## src/rtl/trivium_xor_packer_if.sv

```systemverilog
// Bundle of the control, keystream, plaintext and ciphertext handshake signals
// for trivium_xor_packer. The packer attaches through the slave modport and
// its environment (or a testbench) through the master modport.
interface trivium_xor_packer_if #(
    parameter int DATA_W = 8,
    parameter int LEN_W  = 16
);
    // message control
    logic              start;
    logic [LEN_W-1:0]  len;
    logic              busy;
    logic              done;
    // keystream, one bit per transfer
    logic              ks_valid;
    logic              ks_bit;
    logic              ks_ready;
    // plaintext words in
    logic              pt_valid;
    logic [DATA_W-1:0] pt_data;
    logic              pt_ready;
    // ciphertext words out
    logic              ct_valid;
    logic [DATA_W-1:0] ct_data;
    logic              ct_ready;

    modport master (
        output start, len, ks_valid, ks_bit, pt_valid, pt_data, ct_ready,
        input  busy, done, ks_ready, pt_ready, ct_valid, ct_data
    );

    modport slave (
        input  start, len, ks_valid, ks_bit, pt_valid, pt_data, ct_ready,
        output busy, done, ks_ready, pt_ready, ct_valid, ct_data
    );
endinterface

```

## src/rtl/trivium_xor_packer.sv

```systemverilog
// Packs a serial keystream LSB-first into DATA_W-bit key words and XORs each
// one with a plaintext word, producing len ciphertext words per message.
// Encryption and decryption use the same datapath.
module trivium_xor_packer #(
    parameter int DATA_W = 8,
    parameter int LEN_W  = 16
) (
    input  logic                  clk,
    input  logic                  reset,   // asynchronous, active-low
    trivium_xor_packer_if.slave   bus
);
    // kcnt must be able to hold DATA_W itself ("key word full")
    localparam int KCNT_W = $clog2(DATA_W + 1);

    typedef enum logic [1:0] {
        S_IDLE  = 2'd0,
        S_RUN   = 2'd1,
        S_FLUSH = 2'd2
    } state_t;

    state_t              state_q, state_d;
    logic [KCNT_W-1:0]   kcnt_q, kcnt_d;
    logic [DATA_W-1:0]   kword_q, kword_d;
    logic [LEN_W-1:0]    rem_q, rem_d;
    logic                ct_valid_q, ct_valid_d;
    logic [DATA_W-1:0]   ct_data_q, ct_data_d;
    logic                done_q, done_d;

    logic                ks_ready_w;
    logic                ks_fire;
    logic                combine;

    // Handshake qualifiers: collect key bits until the word is full, and combine
    // once a full key word meets a plaintext word and the output slot is free
    // or draining this cycle.
    always_comb begin
        ks_ready_w = (state_q == S_RUN) && (kcnt_q < KCNT_W'(DATA_W)) && (rem_q != '0);
        ks_fire    = bus.ks_valid && ks_ready_w;
        combine    = (state_q == S_RUN) && (kcnt_q == KCNT_W'(DATA_W)) && bus.pt_valid
                     && (!ct_valid_q || bus.ct_ready);
    end

    // Each key bit lands at the position given by kcnt; bits already collected
    // are kept. A combine resets kcnt, so the next word overwrites every bit.
    generate
        for (genvar gi = 0; gi < DATA_W; gi++) begin : g_kword
            assign kword_d[gi] = (ks_fire && (kcnt_q == KCNT_W'(gi))) ? bus.ks_bit
                                                                       : kword_q[gi];
        end
    endgenerate

    // Message sequencing, word counting and the single-entry ciphertext slot.
    always_comb begin
        state_d    = state_q;
        kcnt_d     = kcnt_q;
        rem_d      = rem_q;
        ct_valid_d = ct_valid_q;
        ct_data_d  = ct_data_q;
        done_d     = 1'b0;

        // a drained slot empties unless a combine refills it below
        if (ct_valid_q && bus.ct_ready) begin
            ct_valid_d = 1'b0;
            ct_data_d  = '0;
        end

        case (state_q)
            S_IDLE: begin
                if (bus.start) begin
                    rem_d  = bus.len;
                    kcnt_d = '0;
                    if (bus.len != '0) begin
                        state_d = S_RUN;
                    end else begin
                        done_d = 1'b1;   // empty message completes at once
                    end
                end
            end
            S_RUN: begin
                if (ks_fire) begin
                    kcnt_d = kcnt_q + KCNT_W'(1);
                end
                if (combine) begin
                    ct_valid_d = 1'b1;
                    ct_data_d  = bus.pt_data ^ kword_q;
                    kcnt_d     = '0;
                    rem_d      = rem_q - LEN_W'(1);
                    if (rem_q == LEN_W'(1)) begin
                        state_d = S_FLUSH;
                    end
                end
            end
            S_FLUSH: begin
                // last word is in the slot; finish when it is taken
                if (ct_valid_q && bus.ct_ready) begin
                    state_d = S_IDLE;
                    done_d  = 1'b1;
                end
            end
            default: state_d = S_IDLE;
        endcase
    end

    // State register; reset aborts any message in flight.
    always_ff @(posedge clk or negedge reset) begin
        if (!reset) begin
            state_q    <= S_IDLE;
            kcnt_q     <= '0;
            kword_q    <= '0;
            rem_q      <= '0;
            ct_valid_q <= 1'b0;
            ct_data_q  <= '0;
            done_q     <= 1'b0;
        end else begin
            state_q    <= state_d;
            kcnt_q     <= kcnt_d;
            kword_q    <= kword_d;
            rem_q      <= rem_d;
            ct_valid_q <= ct_valid_d;
            ct_data_q  <= ct_data_d;
            done_q     <= done_d;
        end
    end

    assign bus.ks_ready = ks_ready_w;
    assign bus.pt_ready = combine;
    assign bus.ct_valid = ct_valid_q;
    assign bus.ct_data  = ct_data_q;
    assign bus.busy     = (state_q != S_IDLE);
    assign bus.done     = done_q;

endmodule

```

## src/flat_wrapper.sv

```systemverilog
// flat-port wrapper written by rule: the top's interface ports become plain ports
module trivium_xor_packer_flat 
#(
    parameter int DATA_W = 8,
    parameter int LEN_W  = 16
)
  (clk, reset, bus_start, bus_len, bus_ks_valid, bus_ks_bit, bus_pt_valid, bus_pt_data, bus_ct_ready, bus_busy, bus_done, bus_ks_ready, bus_pt_ready, bus_ct_valid, bus_ct_data);
  trivium_xor_packer_if #(.DATA_W(DATA_W), .LEN_W(LEN_W)) bus_i ();
  input  logic clk;
  input  logic reset;
  input wire logic [$bits(bus_i.start)-1:0] bus_start;
  input wire logic [$bits(bus_i.len)-1:0] bus_len;
  input wire logic [$bits(bus_i.ks_valid)-1:0] bus_ks_valid;
  input wire logic [$bits(bus_i.ks_bit)-1:0] bus_ks_bit;
  input wire logic [$bits(bus_i.pt_valid)-1:0] bus_pt_valid;
  input wire logic [$bits(bus_i.pt_data)-1:0] bus_pt_data;
  input wire logic [$bits(bus_i.ct_ready)-1:0] bus_ct_ready;
  output wire logic [$bits(bus_i.busy)-1:0] bus_busy;
  output wire logic [$bits(bus_i.done)-1:0] bus_done;
  output wire logic [$bits(bus_i.ks_ready)-1:0] bus_ks_ready;
  output wire logic [$bits(bus_i.pt_ready)-1:0] bus_pt_ready;
  output wire logic [$bits(bus_i.ct_valid)-1:0] bus_ct_valid;
  output wire logic [$bits(bus_i.ct_data)-1:0] bus_ct_data;
  assign bus_i.start = bus_start;
  assign bus_i.len = bus_len;
  assign bus_i.ks_valid = bus_ks_valid;
  assign bus_i.ks_bit = bus_ks_bit;
  assign bus_i.pt_valid = bus_pt_valid;
  assign bus_i.pt_data = bus_pt_data;
  assign bus_i.ct_ready = bus_ct_ready;
  assign bus_busy = bus_i.busy;
  assign bus_done = bus_i.done;
  assign bus_ks_ready = bus_i.ks_ready;
  assign bus_pt_ready = bus_i.pt_ready;
  assign bus_ct_valid = bus_i.ct_valid;
  assign bus_ct_data = bus_i.ct_data;
  trivium_xor_packer #(.DATA_W(DATA_W), .LEN_W(LEN_W)) u_core (.clk(clk), .reset(reset), .bus(bus_i));
endmodule
```

## config.mk

```make
export PLATFORM = sky130hd
export DESIGN_NAME = trivium_xor_packer_flat
export DESIGN_NICKNAME = d
export VERILOG_FILES = /design/src/rtl/trivium_xor_packer_if.sv /design/src/rtl/trivium_xor_packer.sv /design/src/flat_wrapper.sv
export SDC_FILE = /design/constraint.sdc
export NUM_CORES = 1
export LEC_CHECK = 0
export ABC_AREA = 1
export BUFFER_PORTS_ARGS = -buffer_cell sky130_fd_sc_hd__buf_4
export CORE_MARGIN = 3
export CORE_UTILIZATION = 40
export CTS_CLUSTER_SIZE = 14
export DETAILED_ROUTE_END_ITERATION = 8
export GPL_TIMING_DRIVEN = 0
export PLACE_DENSITY_LB_ADDON = 0.05
export RECOVER_POWER = 100
export SLEW_MARGIN = 20
export SYNTH_ARGS = -nofsm -noshare
export SYNTH_HDL_FRONTEND = slang
export SYNTH_SLANG_ARGS = --single-unit
```

## constraint.sdc

```tcl
create_clock -name clk -period 2.4 [get_ports clk]
set_input_delay 0.72 -clock clk [delete_from_list [all_inputs] [get_ports clk]]
set_output_delay 0.72 -clock clk [all_outputs]
set_load 0.01 [all_outputs]
```

==> impl_metrics.tcl <==
set metrics [dict create \
    setup_repair_after_global_routing_missed_its_margin "yes" \
    synth.area.top_cells "dfrtp_1 (39%), nand2_1 (15%), nor2_1 (6.6%)" \
    final_min_period_over_clock_period_pct 96.8 \
    cpMaxStageDelayCell "dfrtp_1" \
    min_from "u_core.bus.ct_data[0]$_DFF_PN0_" \
    finalWorstPathRequiredPeriod_ps 2320 \
    max_cap_viol_count 0 \
    synth_async_sr_flop_share_pct 100 \
    synth.yosys.warnings 0 \
    cp_data_arrival_time_ps 1600 \
    critical_path.cell_chain "inv_2, ha_4, inv_1, nor3_4, nand3_4, inv_2, buf_4" \
    crit_fanout 7 \
    final_count_of_pins_violating_max_slew 0 \
    grt.overflow.total 0 \
    syn_nets 393 \
    synthDistinctLibCells 30 \
    die_x_um 85.9 \
    power.combinational.fraction_pct 47.8 \
    nFillCells 621 \
    static-leakage-power_nw 1.58 \
    avgRoutedWirePerCell_um 13.5 \
    netlist_instances 355 \
    power_frac_clock_pct 18.7 \
    synthMostInstantiatedCell "nand2_1" \
    preCtsSetupSlack_ps 218 \
    max_slew.worst_pin.slew_ps 1030 \
    clock_tree.buffer_depth 2 \
    detailedRoute.firstPassIterationCount 4 \
    start_kind "register" \
    worstPathRequired_ps 1680 \
    synth_edf_count 0 \
    route.detailed.drc 0 \
    floorplan.core_area_um2 6060 \
    global_route_wire_length_before_repair_um 11000 \
    avgSynthCellArea_um2 7.19 \
    synthFlopType "dfrtp_1" \
    vdd_drop_max_v 0.000527 \
    multi_input_comb_area_um2 1370 \
    synth_area_leader_cell "dfrtp_1" \
    first_global_vias 2244 \
    power.share.switching_pct 44.7 \
    placement.io_buffers 42 \
    start_util_pct 42.1 \
    cts.root.buffer_cell "clkbuf_8" \
    synthTopCellsByCount "nand2_1 (99), nor2_1 (45), dfrtp_1 (40)" \
    holdCritPathClass "register to register" \
    grt_antenna_before_repair 0 \
    synth.cell_area_um2 2550 \
    placed_cell_area_um2 2960 \
    cts_hold_buf 0 \
    cp_common_cell "inv_2" \
    globalplace.congestion 0.803 \
    outcome "complete, no violations" \
    power_report.internal_total_mw 1.72 \
    place.detailed.hpwl_um 4760 \
    placementRows 28 \
    share_seq_of_total_power_pct 33.5 \
    flow.area_growth_from_synthesis_pct 23.5 \
    fin_ws_ps 75.6 \
    grt_start_max_net_pins 41 \
    clock_insertion_delay_worst_skew_ps 300 \
    die_area_um2 7370 \
    die_y_um 85.9 \
    power.density_nw_per_um2 986 \
    regArea_um2 1000 \
    cts_inserted_buffers 5 \
    path_clk_slew_ps 90 \
    sequential_area_share_after_synthesis_pct 39.2 \
    detail-route-antenna-nets 0 \
    critical_path.startpoint "u_core.kcnt_q[0]$_DFFE_PN0P_" \
    synth_top_area_share_pct 39.2 \
    worst_clock_skew_ps 6.96 \
    num-nets-final 450 \
    drtIter0Drc 162 \
    drive_gt1_share_pct 22.0 \
    stdcell_area_um2 3150 \
    ys_ff_latch 40 \
    setup_viol_count_final 0 \
    critical_path_class "register to output port" \
    worst_path_largest_cell_delay_ps 420 \
    post_drt_via_cell_ratio 5.01 \
    cts.sinks 40 \
    insertedDiodeCount 0 \
    tritoncts "yes" \
    critPathCaptureType "output port" \
    reg2reg_from "u_core.kcnt_q[0]$_DFFE_PN0P_" \
    boundaryPins 44 \
    ctsHtreeMaxLevel 2 \
    max_clock_freq_mhz 430 \
    drt_wl_total_um 6580 \
    hold_violations 0 \
    detailroute.via_count 2446 \
    maxSlewHeadroom_pct 31.2 \
    p_switching_mw 1.39 \
    grt.total_usage_pct 18.9 \
]
[cell usage in the layout (no fill, tap or decap), types with 3 or more instances in the layout]
cell and count:
nand2_1 99, o21ai_1 23, nor2_1 45, o21ai_0 19
nand4_1 4, a21oi_1 4, buf_2 4, buf_6 3
nor2_2 6, nand2_2 8, inv_1 30, ha_1 6
dfrtp_1 40, clkbuf_8 5, nor3_1 6, inv_2 3
nand3_1 29, xnor2_1 7, buf_4 50
[power groups by stage]
stage	Clock [mW]	Combinational (mW)	Sequential (mW)
2_1_floorplan	0	1.06	1.00
3_3_place_gp	0	1.41	1.05
3_5_place_dp	0	1.42	1.05
4_1_cts	0.603	1.43	1.04
5_1_grt	0.624	1.70	1.07
6_report	0.580	1.49	1.04
[cell families (layout without fill, tap and decap cells)]
family                     after synthesis  after routing  share of synthesized area [%]
buffers and inverters                   43            101                           7.65
adders and majority gates                7              7                           3.43
xor gates and xnor gates                 9              9                           3.09
AOI/OAI and AO/OA                       52             52                           10.8
DFF                                     40             40                           39.2
and+or+nand+nor                        204            204                           35.8
[flip-flops by register name (all words and copies together), names as in the netlist]
register,cells
u_core.kword_q,8
u_core.bus.ct_valid,1
u_core.state_q,2
u_core.bus.ct_data,8
u_core.kcnt_q,4
u_core.rem_q,16
u_core.bus.done,1
[per-layer routing]
metal / share of wire [%] / GRT usage (%)
met2: 42 / 26.3
met5: 0 / 0
met4: 1.0 / 4.75
met3: 5.8 / 3.36
met1: 51 / 29.9
[final timing paths]
check	to	slack, ps	cells past startpoint
min reg2reg	u_core.bus.ct_data[0]$_DFF_PN0_	520	2
min	u_core.bus.ct_data[0]$_DFF_PN0_	520	2
max reg2reg	u_core.rem_q[8]$_DFFE_PN0P_	610	11
max	bus_pt_ready	80	7
max in group asynchronous	u_core.rem_q[0]$_DFFE_PN0P_	1180	1
min in group asynchronous	u_core.rem_q[11]$_DFFE_PN0P_	590	1
[area by class of cell]
class                   count  share of cell area (%)
multi-input cells         272                    43.5
flip-flops and latches     40                    31.8
repair buffers             50                    11.8
inverters                  34                    4.13
well taps                  75                    2.98
clock buffers               5                    2.18
plain buffers               9                    2.06
clock inverters             3                    1.51
[timing repair]
item                       CTS  global route
resized for setup            1             5
pin swaps                    2             2
setup endpoints to repair    1             2
hold endpoints to repair     0             0
buffers inserted             0             8
[worst max-delay path: cells and delay by family, from the launching register on]
kind / cells / cell delay, ps
adder cells (fa/ha/maj): 1 / 150
buffers and inverters: 4 / 380
flip-flops: 1 / 420
AND/OR/NAND/NOR: 2 / 360
[stage by stage]
stage / hold slack, ps / cells / power, mW / setup TNS, ps / utilization [%]
global route: 547 / 488 / 3.39 / -58.0 / 52.0
global placement: 489 / 472 / 2.46 / 0 / 48.8
finish: 518 / 488 / 3.11 / 0 / 52.0
floorplan: 424 / 355 / 2.07 / 0 / -
CTS: 417 / 480 / 3.07 / 0 / 50.8
detailed placement: 504 / 472 / 2.47 / 0 / 48.8
No activity file was read; power rests on OpenSTA's default activity.
